[src/rtl/post_stream_framer_pkg.sv]
// rtl/post_stream_framer_pkg.sv - shared constants and types for the post-processing stream framer
package post_stream_framer_pkg;

  localparam int MODE_LINE       = 0;
  localparam int MODE_W          = 4;

  localparam int FLOW_OVERFLOW   = 0;
  localparam int FLOW_CFG_ERR    = 1;
  localparam int FLOW_FRAME_DONE = 2;

  // control_data = {width, height, mode}; width offset depends on DIM_WIDTH
  localparam int CTRL_MODE_LSB   = 0;
  localparam int CTRL_HEIGHT_LSB = MODE_W;

  function automatic int ctrl_width_lsb(input int dim_width);
    return CTRL_HEIGHT_LSB + dim_width;
  endfunction

  typedef enum logic {
    ST_IDLE,
    ST_ACTIVE
  } state_t;

endpackage

[src/rtl/post_sync_fifo.sv]
// rtl/post_sync_fifo.sv - first-word-fall-through synchronous FIFO with fill count
module post_sync_fifo #(
  parameter int WIDTH       = 24,
  parameter int DEPTH       = 16,
  parameter int DEPTH_WIDTH = 4
) (
  input  logic                   clk,
  input  logic                   rst,
  input  logic                   wr_en,
  input  logic [WIDTH-1:0]       wr_data,
  input  logic                   rd_en,
  output logic [WIDTH-1:0]       rd_data,
  output logic [DEPTH_WIDTH:0]   count
);

  logic [WIDTH-1:0]       mem_q [DEPTH];
  logic [DEPTH_WIDTH-1:0] wr_ptr_q, wr_ptr_d;
  logic [DEPTH_WIDTH-1:0] rd_ptr_q, rd_ptr_d;
  logic [DEPTH_WIDTH:0]   count_q, count_d;

  always_comb begin
    wr_ptr_d = wr_ptr_q;
    rd_ptr_d = rd_ptr_q;
    count_d  = count_q;
    if (wr_en) wr_ptr_d = wr_ptr_q + DEPTH_WIDTH'(1);
    if (rd_en) rd_ptr_d = rd_ptr_q + DEPTH_WIDTH'(1);
    count_d = count_q + (DEPTH_WIDTH+1)'(wr_en) - (DEPTH_WIDTH+1)'(rd_en);
  end

  always_ff @(posedge clk or posedge rst) begin
    if (rst) begin
      wr_ptr_q <= '0;
      rd_ptr_q <= '0;
      count_q  <= '0;
    end else begin
      wr_ptr_q <= wr_ptr_d;
      rd_ptr_q <= rd_ptr_d;
      count_q  <= count_d;
    end
  end

  // Storage is not reset; the head word is only meaningful while count is non-zero.
  always_ff @(posedge clk) begin
    if (wr_en) mem_q[wr_ptr_q] <= wr_data;
  end

  assign rd_data = mem_q[rd_ptr_q];
  assign count   = count_q;

endmodule

[src/rtl/post_stream_framer.sv]
// rtl/post_stream_framer.sv - buffers a pixel stream and re-emits it as sop/eop framed packets
module post_stream_framer
  import post_stream_framer_pkg::*;
#(
  parameter int BITWIDTH          = 24,
  parameter int PIX_PER_CLK       = 1,
  parameter int DIM_WIDTH         = 16,
  parameter int FIFO_DEPTH        = 16,
  parameter int DEPTH_WIDTH       = 4,
  parameter int ALMOST_FULL_DEPTH = 14
) (
  input  logic                            clk,
  input  logic                            rst,
  input  logic                            control_valid,
  input  logic [2*DIM_WIDTH+3:0]          control_data,
  input  logic [BITWIDTH*PIX_PER_CLK-1:0] sink_video_data,
  input  logic                            sink_video_valid,
  output logic                            sink_video_ready,
  output logic [BITWIDTH*PIX_PER_CLK-1:0] source_data,
  output logic                            source_valid,
  output logic                            source_sop,
  output logic                            source_eop,
  input  logic                            source_ready,
  output logic [2:0]                      flow_result
);

  localparam int DATA_W    = BITWIDTH * PIX_PER_CLK;
  localparam int PPC_SHIFT = $clog2(PIX_PER_CLK);
  localparam int WIDTH_LSB = ctrl_width_lsb(DIM_WIDTH);
  localparam logic [DIM_WIDTH-1:0]   PPC_MASK = DIM_WIDTH'(PIX_PER_CLK - 1);
  localparam logic [DEPTH_WIDTH:0]   FULL_LVL = (DEPTH_WIDTH+1)'(FIFO_DEPTH);
  localparam logic [DEPTH_WIDTH:0]   AF_LVL   = (DEPTH_WIDTH+1)'(ALMOST_FULL_DEPTH);

  state_t                 state_q, state_d;
  logic [DIM_WIDTH-1:0]   bpl_q, bpl_d, height_q, height_d;
  logic                   line_mode_q, line_mode_d;
  logic                   pend_valid_q, pend_valid_d;
  logic [DIM_WIDTH-1:0]   pend_bpl_q, pend_bpl_d, pend_height_q, pend_height_d;
  logic                   pend_line_q, pend_line_d;
  logic [DIM_WIDTH-1:0]   x_q, x_d, y_q, y_d;
  logic                   ready_q, ready_d;
  logic                   overflow_q, overflow_d;
  logic                   cfg_err_q, cfg_err_d;
  logic                   done_q, done_d;

  logic [DIM_WIDTH-1:0]   in_width, in_height, in_bpl;
  logic                   in_line, in_bad, cfg_ok, cfg_bad;
  logic                   unused_mode_bits;
  logic [DATA_W-1:0]      fifo_rd_data;
  logic [DEPTH_WIDTH:0]   fifo_count, count_next;
  logic                   active, head_valid, fire, x_last, y_last, frame_last;
  logic                   wr_en, overflow_evt;

  assign in_width         = control_data[WIDTH_LSB +: DIM_WIDTH];
  assign in_height        = control_data[CTRL_HEIGHT_LSB +: DIM_WIDTH];
  assign in_line          = control_data[CTRL_MODE_LSB + MODE_LINE];
  assign unused_mode_bits = ^control_data[CTRL_MODE_LSB + 1 +: MODE_W - 1];
  assign in_bpl           = in_width >> PPC_SHIFT;
  assign in_bad           = (in_width == '0) || (in_height == '0) || ((in_width & PPC_MASK) != '0);
  assign cfg_ok           = control_valid && !in_bad;
  assign cfg_bad          = control_valid && in_bad;

  assign active       = (state_q == ST_ACTIVE);
  assign head_valid   = active && (fifo_count != '0);
  assign fire         = head_valid && source_ready;
  assign x_last       = (x_q == bpl_q - DIM_WIDTH'(1));
  assign y_last       = (y_q == height_q - DIM_WIDTH'(1));
  assign frame_last   = fire && x_last && y_last;
  // Writes are gated by true fullness, not by ready: the gap is the upstream skid slack.
  assign wr_en        = active && sink_video_valid && (fifo_count < FULL_LVL);
  assign overflow_evt = active && sink_video_valid && !(fifo_count < FULL_LVL);
  assign count_next   = fifo_count + (DEPTH_WIDTH+1)'(wr_en) - (DEPTH_WIDTH+1)'(fire);

  post_sync_fifo #(
    .WIDTH       (DATA_W),
    .DEPTH       (FIFO_DEPTH),
    .DEPTH_WIDTH (DEPTH_WIDTH)
  ) u_fifo (
    .clk     (clk),
    .rst     (rst),
    .wr_en   (wr_en),
    .wr_data (sink_video_data),
    .rd_en   (fire),
    .rd_data (fifo_rd_data),
    .count   (fifo_count)
  );

  always_comb begin
    state_d       = state_q;
    bpl_d         = bpl_q;
    height_d      = height_q;
    line_mode_d   = line_mode_q;
    pend_valid_d  = pend_valid_q;
    pend_bpl_d    = pend_bpl_q;
    pend_height_d = pend_height_q;
    pend_line_d   = pend_line_q;
    x_d           = x_q;
    y_d           = y_q;
    overflow_d    = overflow_q;
    cfg_err_d     = cfg_err_q;
    done_d        = frame_last;

    case (state_q)
      ST_IDLE: begin
        if (cfg_ok) begin
          bpl_d       = in_bpl;
          height_d    = in_height;
          line_mode_d = in_line;
          state_d     = ST_ACTIVE;
        end
      end
      ST_ACTIVE: begin
        if (cfg_ok) begin
          pend_valid_d  = 1'b1;
          pend_bpl_d    = in_bpl;
          pend_height_d = in_height;
          pend_line_d   = in_line;
        end
        if (fire) begin
          if (!x_last) begin
            x_d = x_q + DIM_WIDTH'(1);
          end else begin
            x_d = '0;
            if (!y_last) begin
              y_d = y_q + DIM_WIDTH'(1);
            end else begin
              y_d = '0;
              // A config arriving on the last beat is newer than anything pending.
              if (cfg_ok) begin
                bpl_d        = in_bpl;
                height_d     = in_height;
                line_mode_d  = in_line;
                pend_valid_d = 1'b0;
              end else if (pend_valid_q) begin
                bpl_d        = pend_bpl_q;
                height_d     = pend_height_q;
                line_mode_d  = pend_line_q;
                pend_valid_d = 1'b0;
              end
            end
          end
        end
      end
      default: state_d = ST_IDLE;
    endcase

    if (cfg_ok) begin
      overflow_d = 1'b0;
      cfg_err_d  = 1'b0;
    end
    if (cfg_bad)      cfg_err_d  = 1'b1;
    if (overflow_evt) overflow_d = 1'b1;

    ready_d = (state_d == ST_ACTIVE) && (count_next < AF_LVL);
  end

  always_ff @(posedge clk or posedge rst) begin
    if (rst) begin
      state_q       <= ST_IDLE;
      bpl_q         <= '0;
      height_q      <= '0;
      line_mode_q   <= 1'b0;
      pend_valid_q  <= 1'b0;
      pend_bpl_q    <= '0;
      pend_height_q <= '0;
      pend_line_q   <= 1'b0;
      x_q           <= '0;
      y_q           <= '0;
      ready_q       <= 1'b0;
      overflow_q    <= 1'b0;
      cfg_err_q     <= 1'b0;
      done_q        <= 1'b0;
    end else begin
      state_q       <= state_d;
      bpl_q         <= bpl_d;
      height_q      <= height_d;
      line_mode_q   <= line_mode_d;
      pend_valid_q  <= pend_valid_d;
      pend_bpl_q    <= pend_bpl_d;
      pend_height_q <= pend_height_d;
      pend_line_q   <= pend_line_d;
      x_q           <= x_d;
      y_q           <= y_d;
      ready_q       <= ready_d;
      overflow_q    <= overflow_d;
      cfg_err_q     <= cfg_err_d;
      done_q        <= done_d;
    end
  end

  assign sink_video_ready = ready_q;
  assign source_valid     = head_valid;
  assign source_data      = head_valid ? fifo_rd_data : '0;
  assign source_sop       = head_valid && (x_q == '0) && (line_mode_q || (y_q == '0));
  assign source_eop       = head_valid && x_last && (line_mode_q || y_last);

  assign flow_result[FLOW_OVERFLOW]   = overflow_q;
  assign flow_result[FLOW_CFG_ERR]    = cfg_err_q;
  assign flow_result[FLOW_FRAME_DONE] = done_q;

endmodule

[config.mk]
export PLATFORM = sky130hd
export DESIGN_NAME = post_stream_framer
export DESIGN_NICKNAME = d
export VERILOG_FILES = /design/src/rtl/post_stream_framer_pkg.sv /design/src/rtl/post_sync_fifo.sv /design/src/rtl/post_stream_framer.sv
export SDC_FILE = /design/constraint.sdc
export NUM_CORES = 1
export LEC_CHECK = 0
export CORE_ASPECT_RATIO = 0.7
export CORE_MARGIN = 1
export CORE_UTILIZATION = 29
export CTS_BUF_LIST = sky130_fd_sc_hd__clkbuf_4 sky130_fd_sc_hd__clkbuf_8 sky130_fd_sc_hd__clkbuf_16
export DETAILED_ROUTE_END_ITERATION = 7
export GPL_ROUTABILITY_DRIVEN = 1
export GPL_TIMING_DRIVEN = 1
export HOLD_SLACK_MARGIN = 0.06
export SLEW_MARGIN = 20
export SYNTH_ARGS = -nofsm -noshare
export SYNTH_HDL_FRONTEND = slang
export SYNTH_HIERARCHICAL = 1
export SYNTH_SLANG_ARGS = --single-unit
[constraint.sdc]
create_clock -name clk -period 6.3 [get_ports clk]
set_input_delay 1.26 -clock clk [delete_from_list [all_inputs] [get_ports clk]]
set_output_delay 1.26 -clock clk [all_outputs]
set_load 0.1 [all_outputs]
After elaboration in Yosys (flattened, before gate mapping)
Memories as Yosys holds them, arrays and structs flattened.
Index checks and enable logic that the tools add are counted.
{"block": "op_classes", "add_sub_neg": 8, "n_lt_le_gt_ge": 2, "n_eq_ne": 7, "muxes": 37, "bitwise": 1, "reduce_logical": 30}
{"op": "$mux 16", "n": 14}
{"op": "$logic_not 16->1", "n": 4}
{"op": "$pmux 16 s2", "n": 2}
{"op": "$add 16x1->16 const B", "n": 2}
{"op": "$eq 16x16->1", "n": 2}
{"op": "$sub 16x1->16 const B", "n": 2}
{"op": "$mux 24", "n": 1}
{"op": "$mux 1", "n": 19}
{"op": "$logic_and 1x1->1", "n": 14}
{"op": "$add 4x1->4 const B", "n": 2}
{"op": "$ne 2x1->1 const B", "n": 3}
{"op": "$add 5x1->5", "n": 1}
{"op": "$lt 5x4->1 const B", "n": 1}
{"op": "$lt 5x5->1 const B", "n": 1}
{"op": "$reduce_and 5->1", "n": 1}
{"op": "$reduce_bool 5->1", "n": 1}
{"op": "$sub 5x1->5", "n": 1}
{"op": "$reduce_and 2->1", "n": 2}
{"op": "$reduce_bool 2->1", "n": 2}
{"op": "$logic_or 1x1->1", "n": 3}
{"op": "$ne 3x1->1 const B", "n": 1}
{"op": "$reduce_and 3->1", "n": 1}
{"op": "$logic_not 1->1", "n": 2}
{"op": "$ne 2x2->1 const B", "n": 1}
{"op": "2 further kinds", "n": 2}
{"block": "word_totals", "regBits": 117, "ram_bits": 384, "in_bits": 65, "output_inout_bits": 31, "wordCells": 103, "n_memories": 1}
{"memory": "u_fifo.mem_q", "depth": 16, "word_bits": 24, "read_ports": 1, "rd_clocked_by_memory_dff": 0, "wr": 1, "line": "post_sync_fifo.sv:16", "rtl": "logic [WIDTH-1:0] mem_q [DEPTH];"}

Depth between registers and ports, before layout
Gate-level depths: netlist of run 1.
{"block": "logic_depth", "ltp_word": 10, "depth_mapped": 14, "ltp_nobuf": 13}

Cells and area by module
The synthesis of run 1 kept the hierarchy.
{"module": "post_sync_fifo", "n_inst": 1, "cells_each": 665, "area_per_inst_um2": 15242.1, "seq_area_each_um2": 11856.4}
{"module": "post_stream_framer", "n_inst": 1, "cells_each": 697, "area_per_inst_um2": 6698.9, "seq_area_each_um2": 2602.5}

Worst setup path before layout of run 1
Ideal clock, no wire load.
{"block": "synth_timing", "path_type": "reg2out", "startpoint": "reg u_fifo.count_q[3] (netlist: u_fifo/count[3])", "endpoint": "out source_sop", "arrival_time_ns": 3.718, "t_required_ns": 5.040, "path_slack_ns": 1.322, "path_stages_with_launch": 8, "n_path_buf": 1, "cell_sequence": "dfrtp_1 -> inv_1 -> ha_1 -> nor4b_1 -> nor2_1 -> clkbuf_1 -> nand4_1 -> a21oi_1"}
{"block": "synth_between", "elab_chain_cells": 4}
{"item": "start, declared", "line": "post_sync_fifo.sv:19", "rtl": "logic [DEPTH_WIDTH:0] count_q, count_d;"}
{"item": "start signal, assigned", "line": "post_sync_fifo.sv:38", "rtl": "count_q <= count_d;"}
{"item": "$reduce_bool 5->1", "line": "post_stream_framer.sv:64", "rtl": "assign head_valid = active && (fifo_count != '0);"}
{"item": "$logic_and 1x1->1", "line": "post_stream_framer.sv:64"}
{"item": "net source_valid", "line": "post_stream_framer.sv:20", "rtl": "output logic source_valid,"}
{"item": "$logic_and 1x1->1 (2 in series)", "line": "post_stream_framer.sv:194", "rtl": "assign source_sop = head_valid && (x_q == '0) && (line_mode_q || (y_q == '0));"}
{"item": "end, declared", "line": "post_stream_framer.sv:21", "rtl": "output logic source_sop,"}
The timed path passes the listed nets, and every way through them passes these cells.

Final worst setup path of run 1
{"block": "layout_timing", "startpoint": "reg height_q[0]", "endpoint": "out source_eop"}
{"block": "layout_between", "elab_chain_cells": 4}
{"item": "start, declared", "line": "post_stream_framer.sv:35", "rtl": "logic [DIM_WIDTH-1:0] bpl_q, bpl_d, height_q, height_d;"}
{"item": "start signal, assigned", "line": "post_stream_framer.sv:176", "rtl": "height_q <= height_d;"}
{"item": "$sub 16x1->16", "line": "post_stream_framer.sv:67", "rtl": "assign y_last = (y_q == height_q - DIM_WIDTH'(1));"}
{"item": "$eq 16x16->1", "line": "post_stream_framer.sv:67"}
{"item": "$logic_or 1x1->1", "line": "post_stream_framer.sv:195", "rtl": "assign source_eop = head_valid && x_last && (line_mode_q || y_last);"}
{"item": "$logic_and 1x1->1", "line": "post_stream_framer.sv:195"}
{"item": "end, declared", "line": "post_stream_framer.sv:22", "rtl": "output logic source_eop,"}
Every way passes these cells.

==> flow_metrics.env, run 1 <==
export IMPL_numPlacedInstances=2380
export IMPL_yosysUniqueCellTypes=86
export IMPL_synth_largest_area_cell="sky130_fd_sc_hd__edfxtp_1"
export IMPL_synth_fp_nets=1449
export IMPL_gp_congestion=0.855
export IMPL_cts_htree_levels=2
export IMPL_cp_required_ns=5.04
export IMPL_rr_startpoint="height_q[0]$_DFFE_PP0P_"
export IMPL_synthesis_instances=1362
export IMPL_worst_margin_slew_ns=1.02
export IMPL_hold_violations=0
export IMPL_layout_filler_cells=6963
export IMPL_fp_dieW_um=331
export IMPL_max_freq_mhz=184
export IMPL_num_io_pins=96
export IMPL_final_layout_size_suffix_gt1_frac=0.219
export IMPL_clk_transition_reported_paths_ns=0.06
export IMPL_finish_cell_count_without_fillers=2474
export IMPL_multi_input_area_mm2=0.00682
export IMPL_route_antenna_remaining_nets=0
export IMPL_crit_fanout=11
export IMPL_grt_pass1_wl_um=76200
export IMPL_cellLeakagePower_uw=0.00873
export IMPL_seq_area_mm2=0.0145
export IMPL_setup_worst_path_end_class="output pin"
export IMPL_min_period_over_period=0.865
export IMPL_core_box_area_mm2=0.0740
export IMPL_critical_path_startpoint="height_q[0]$_DFFE_PP0P_"
export IMPL_irDropWorstVdd_mv=0.338
export IMPL_vias_in_the_first_global_route=12356
export IMPL_cts_root_to_sink_buffers=3
export IMPL_finish_utilization=0.347
export IMPL_place_hpwl_um=31500
export IMPL_number_of_flops_mapped_to_enable_cells_by_yosys=384
export IMPL_synth_top_cells_by_area="sky130_fd_sc_hd__edfxtp_1 (53%), sky130_fd_sc_hd__dfrtp_1 (13%), sky130_fd_sc_hd__mux4_2 (9.9%)"
export IMPL_postCtsSetupBuffers=0
export IMPL_post_synthesis_cell_area_mm2=0.0219
export IMPL_avgViaCountPerCell=5.01
export IMPL_synthMostInstantiatedCell="sky130_fd_sc_hd__edfxtp_1"
export IMPL_power_density_cell_area_mw_per_mm2=434
export IMPL_relative_slew_slack=0.319
export IMPL_final_period_minus_worst_setup_slack_ns=5.45
export IMPL_max_cap_violations=0
export IMPL_asyncSetResetFlopFracSynth=0.234
export IMPL_die_area_mm2=0.0768
export IMPL_cts_hold_buffers=0
export IMPL_timing_setup_critical_path_class="flip-flop to output pin"
export IMPL_run_status="completed"
export IMPL_postSynthRegisterBits=501
export IMPL_holdCritStartpoint="overflow_q$_DFFE_PP0P_"
export IMPL_grt_start_max_net_pins=54
export IMPL_remaining_drcs=0
export IMPL_wl_per_cell_um=20.2
export IMPL_drt_first_iter_violations=905
export IMPL_start_kind="flip-flop"
export IMPL_number_of_buffer_cells_added_on_primary_ports=92
export IMPL_synth_top_cell_area_share=0.526
export IMPL_floorplan_initialDensity=0.296
export IMPL_area_growth_synth_to_final_pct=17.0
export IMPL_total_routing_usage_reported_by_global_routing=0.131
export IMPL_antenna_violations_before_repair=4
export IMPL_cts_root_buffer="sky130_fd_sc_hd__clkbuf_16"
export IMPL_post_synth_cell_area_avg_um2=16.1
export IMPL_setup_viol_count_final=0
export IMPL_post_place_ws_ns=1.56
export IMPL_yosys_top_cells_count="sky130_fd_sc_hd__edfxtp_1 (384), sky130_fd_sc_hd__dfrtp_1 (117), sky130_fd_sc_hd__mux4_2 (96)"
export IMPL_ys_seq_area_frac=0.659
export IMPL_die_height_um=232
export IMPL_clkSinkCount=501
export IMPL_clock_latency_ns=0.60
export IMPL_final_nets=1543
export IMPL_regToRegSetupSlack_ns=1.78
export IMPL_cts_repair_resize_count=0
export IMPL_cts_inserted_buffers=51
export IMPL_worstPathArrival_ns=4.19
export IMPL_finClkSkew_ns=0.0164
export IMPL_synth_top_flop_cell="sky130_fd_sc_hd__edfxtp_1"
export IMPL_via_count=12398
export IMPL_report_final_slew_viol_count=0
export IMPL_setup_ws_ns=0.854
export IMPL_grt_setup_unrepaired="no"
export IMPL_detail_route_wirelength_um=50000
export IMPL_row_count=83
export IMPL_global_route_overflow_total=0
export IMPL_first_pass_iters=5
export IMPL_cts_tree="built"
export IMPL_yosys_warnings=6
export IMPL_final_setup_tns_ns=0
export IMPL_holdCritPathClass="flip-flop to flip-flop"
==> state kept, by name, indices dropped and copies added (netlist names) <==
signal / flops
u_fifo/mem_q: 384
pend_bpl_q: 16
x_q: 16
pend_line_q: 1
pend_valid_q: 1
bpl_q: 16
overflow_q: 1
height_q: 16
pend_height_q: 16
u_fifo/wr_ptr_q: 4
line_mode_q: 1
y_q: 16
u_fifo/count: 5
cfg_err_q: 1
active: 1
u_fifo/rd_ptr_q: 4
done_q: 1
sink_video_ready: 1
==> stage by stage <==
stage / total power, µW / cell area, µm² / hold WS [ns]
global route: 11600 / 25700 / 0.523
detailed placement: 8170 / 23900 / 0.492
finish: 11100 / 25700 / 0.499
floorplan: 7140 / 21900 / 0.461
CTS: 11300 / 25700 / 0.508
global placement: 8120 / 23900 / 0.486
==> per-layer routing <==
layer	global-route usage	share of wire	vias to the layer above
li1	-	-	5542
met4	0.0350	0.019	2
met3	0.0252	0.056	75
met2	0.191	0.44	294
met1	0.196	0.48	6485
met5	0	0.00026	-
==> final timing paths <==
| check | end | depth (start not counted) |
|---|---|---|
| worst max-delay path | source_eop | 10 |
| worst min-delay path | overflow_q$_DFFE_PP0P_ | 1 |
| worst max register to register | height_q[13]$_DFFE_PP0P_ | 10 |
| worst min register to register | overflow_q$_DFFE_PP0P_ | 1 |
| max in group asynchronous | pend_height_q[7]$_DFFE_PP0P_ | 3 |
| min in group asynchronous | pend_bpl_q[1]$_DFFE_PP0P_ | 2 |
==> placed cells by master (no fill, tap or decap), types with 20 or more instances in the layout <==
master,n
sky130_fd_sc_hd__edfxtp_1,384
sky130_fd_sc_hd__dfrtp_1,115
sky130_fd_sc_hd__mux4_2,96
sky130_fd_sc_hd__clkdlybuf4s50_1,91
sky130_fd_sc_hd__inv_1,60
sky130_fd_sc_hd__clkbuf_16,52
sky130_fd_sc_hd__nand2_1,51
sky130_fd_sc_hd__and2_1,45
sky130_fd_sc_hd__nor2_1,44
sky130_fd_sc_hd__mux2_2,34
sky130_fd_sc_hd__xnor2_1,33
sky130_fd_sc_hd__o32ai_1,33
sky130_fd_sc_hd__o21ai_0,31
sky130_fd_sc_hd__a21oi_2,30
sky130_fd_sc_hd__buf_4,30
sky130_fd_sc_hd__a22oi_1,30
sky130_fd_sc_hd__nor4_1,26
sky130_fd_sc_hd__nand4_1,26
sky130_fd_sc_hd__xor2_1,26
sky130_fd_sc_hd__ha_1,20
==> worst max-delay path, cell delays in order (launching register included) <==
cell,delay [ns]
sky130_fd_sc_hd__dfrtp_1,0.44
sky130_fd_sc_hd__inv_1,0.12
sky130_fd_sc_hd__ha_1,0.43
sky130_fd_sc_hd__nor4b_2,0.53
sky130_fd_sc_hd__nand4_1,0.18
sky130_fd_sc_hd__xnor2_1,0.18
sky130_fd_sc_hd__nor4_1,0.31
sky130_fd_sc_hd__nand2_1,0.11
sky130_fd_sc_hd__nor4_1,0.75
sky130_fd_sc_hd__o211a_1,0.25
sky130_fd_sc_hd__buf_4,0.29
==> power breakdown <==
| group | leakage [µW] | switching [µW] | internal [µW] |
|---|---|---|---|
| Combinational | 0.00309 | 2640 | 1410 |
| Clock | 0.000857 | 1290 | 1810 |
| Sequential | 0.00478 | 183 | 3820 |
| Total | 0.00873 | 4110 | 7040 |
==> final cells by class <==
class / count / share of cell area
multi-input combinational: 717 / 0.266
clock buffer: 66 / 0.0555
timing repair buffer: 124 / 0.0466
tap: 977 / 0.0476
antenna: 1 / 0.0000975
sequential: 501 / 0.563
clock inverter: 27 / 0.0120
inverter: 61 / 0.00902
==> logic make-up after synthesis <==
family / count (synthesis) / share of synthesized area
AO/OA/AOI/OAI: 218 / 0.0800
XOR/XNOR: 59 / 0.0236
adder cells (fa/ha/maj): 22 / 0.0132
buffers and inverters: 144 / 0.0310
flip-flops: 501 / 0.659
multiplexers: 134 / 0.118
AND/OR/NAND/NOR: 284 / 0.0754
(Power assumes the default switching activity.)
==> run 2, diff against run 1 <==
- CELL_PAD_IN_SITES_DETAIL_PLACEMENT: unset -> 0
- CELL_PAD_IN_SITES_GLOBAL_PLACEMENT: unset -> 1
- PLACE_DENSITY_LB_ADDON: unset -> 0.1
==> run 2 against run 1 <==
Effect of this change: utilization about the same; routed wire length up 14%; final area about the same; die area unchanged; hold slack worse by 0.0032 ns; sequential power about the same; global-route usage grew 2.1 points; flip-flop and latch count is the same; non-clock buffer count is 17 lower; critical endpoint unchanged; largest cell class unchanged.
==> flow_metrics.env, run 2 (same netlist as run 1, synthesis figures left out) <==
export IMPL_cts_repair_resize_count=0
export IMPL_fp_dieW_um=331
export IMPL_wl_per_cell_um=23.1
export IMPL_crit_fanout=8
export IMPL_cts_tree="built"
export IMPL_cp_required_ns=5.04
export IMPL_number_of_buffer_cells_added_on_primary_ports=92
export IMPL_avgViaCountPerCell=4.99
export IMPL_cts_root_buffer="sky130_fd_sc_hd__clkbuf_16"
export IMPL_irDropWorstVdd_mv=0.284
export IMPL_timing_critical_path_max_delay_family="compound AO/OA/AOI/OAI gates"
export IMPL_floorplan_initialDensity=0.296
export IMPL_clkSinkCount=501
export IMPL_worstPathArrival_ns=4.32
export IMPL_final_common_cell="sky130_fd_sc_hd__edfxtp_1"
export IMPL_largest_register_ffs=384
export IMPL_hold_violations=0
export IMPL_grt_start_max_net_pins=73
export IMPL_diodes=0
export IMPL_global_route_overflow_total=0
export IMPL_cts_htree_levels=2
export IMPL_clk_transition_reported_paths_ns=0.06
export IMPL_post_place_ws_ns=1.43
export IMPL_finClkSkew_ns=0.0358
export IMPL_grt_pass1_wl_um=85700
export IMPL_cellLeakagePower_uw=0.00868
export IMPL_die_area_mm2=0.0768
export IMPL_setup_ws_ns=0.716
export IMPL_antenna_violations_before_repair=3
export IMPL_clock_latency_ns=0.65
export IMPL_finish_cell_count_without_fillers=2462
export IMPL_cts_root_to_sink_buffers=3
export IMPL_max_freq_mhz=179
export IMPL_setup_worst_path_end_class="output pin"
export IMPL_num_io_pins=96
export IMPL_via_count=12278
export IMPL_run_status="completed"
export IMPL_setup_viol_count_final=0
export IMPL_vias_in_the_first_global_route=12842
export IMPL_report_final_slew_viol_count=0
export IMPL_row_count=83
export IMPL_place_hpwl_um=32700
export IMPL_final_setup_tns_ns=0
export IMPL_regMostFlops="u_fifo/mem_q"
export IMPL_power_density_cell_area_mw_per_mm2=441
export IMPL_slowest_delay_ns=0.92
export IMPL_worst_margin_slew_ns=1.10
export IMPL_die_height_um=232
export IMPL_worst_path_max_delay_cell="sky130_fd_sc_hd__o41ai_1"
export IMPL_final_layout_size_suffix_gt1_frac=0.221
export IMPL_max_cap_violations=0
export IMPL_postCtsSetupBuffers=0
export IMPL_holdCritPathClass="flip-flop to flip-flop"
export IMPL_remaining_drcs=0
export IMPL_numPlacedInstances=2362
export IMPL_timing_setup_critical_path_class="flip-flop to output pin"
export IMPL_core_box_area_mm2=0.0740
export IMPL_cts_inserted_buffers=54
export IMPL_first_pass_iters=4
export IMPL_start_kind="flip-flop"
export IMPL_path_cells="inv_1, ha_1, nand2_1, o41ai_1, o221ai_2, or4_1, a21oi_1, o211a_1, buf_4"
export IMPL_route_antenna_remaining_nets=0
export IMPL_cts_hold_buffers=0
export IMPL_critical_path_buf_inv_count=2
export IMPL_grt_setup_unrepaired="no"
export IMPL_final_nets=1529
export IMPL_gp_congestion=0.743
export IMPL_layout_common_cells="sky130_fd_sc_hd__edfxtp_1 (384), sky130_fd_sc_hd__dfrtp_1 (115), sky130_fd_sc_hd__mux4_2 (96)"
export IMPL_layout_filler_cells=7120
export IMPL_drt_first_iter_violations=928
export IMPL_min_period_over_period=0.886
export IMPL_total_routing_usage_reported_by_global_routing=0.152
export IMPL_fin_hold_ws_ns=0.496
export IMPL_final_period_minus_worst_setup_slack_ns=5.58
export IMPL_detail_route_wirelength_um=56900
export IMPL_area_growth_synth_to_final_pct=16.9
export IMPL_finish_utilization=0.347
export IMPL_relative_slew_slack=0.264
run 2: cell count changes in the layout (fill, tap and decap cells not counted), sizes merged:
cell / delta
buf: -17
inv: -2
diode: -1
clkinvlp: +3
clkbuf: -4
clkinv: +9
run 2: through the flow:
step / cell area, µm² / total power (µW)
floorplan: 21900 / 7140
global placement: 23800 / 8230
detailed placement: 23800 / 8260
CTS: 25600 / 11500
global route: 25700 / 11900
finish: 25700 / 11300
run 2: layout make-up:
type | count | area, µm² | area share
Multi-Input combinational cell | 717 | 6860 | 0.267
Clock inverter | 37 | 365 | 0.0142
Tap cell | 977 | 1220 | 0.0476
Timing Repair Buffer | 107 | 1090 | 0.0424
Sequential cell | 501 | 14500 | 0.564
Inverter | 61 | 231 | 0.00902
Clock buffer | 62 | 1430 | 0.0557
run 2: per-layer routing:
layer	vias up	track usage	share of wire
li1	5525	-	-
met1	6466	0.228	0.50
met2	215	0.220	0.44
met3	68	0.0354	0.047
met4	4	0.0321	0.015
met5	-	0	0.00037
run 2: final timing paths:
| check | startpoint | to | slack (ns) | depth (start not counted) |
|---|---|---|---|---|
| max reg2reg | height_q[0]$_DFFE_PP0P_ | height_q[12]$_DFFE_PP0P_ | 1.66 | 10 |
| max in group asynchronous | rst | x_q[9]$_DFFE_PP0P_ | 4.57 | 3 |
| max | bpl_q[0]$_DFFE_PP0P_ | source_eop | 0.72 | 9 |
| min in group asynchronous | rst | cfg_err_q$_DFFE_PP0P_ | 0.98 | 2 |
| min | cfg_err_q$_DFFE_PP0P_ | cfg_err_q$_DFFE_PP0P_ | 0.50 | 2 |
| min reg2reg | cfg_err_q$_DFFE_PP0P_ | cfg_err_q$_DFFE_PP0P_ | 0.50 | 2 |
run 2: tightest hold or removal path, cell delays in order, from the launching register on:
cell and delay, ns:
sky130_fd_sc_hd__dfrtp_1 0.34, sky130_fd_sc_hd__nor2_1 0.04, sky130_fd_sc_hd__nor2_1 0.07
run 2: power breakdown:
group | leakage, µW | switching (µW) | internal (µW)
combinational | 0.00303 | 2680 | 1410
clock | 0.000872 | 1380 | 1840
sequential | 0.00478 | 200 | 3820
total | 0.00868 | 4260 | 7070
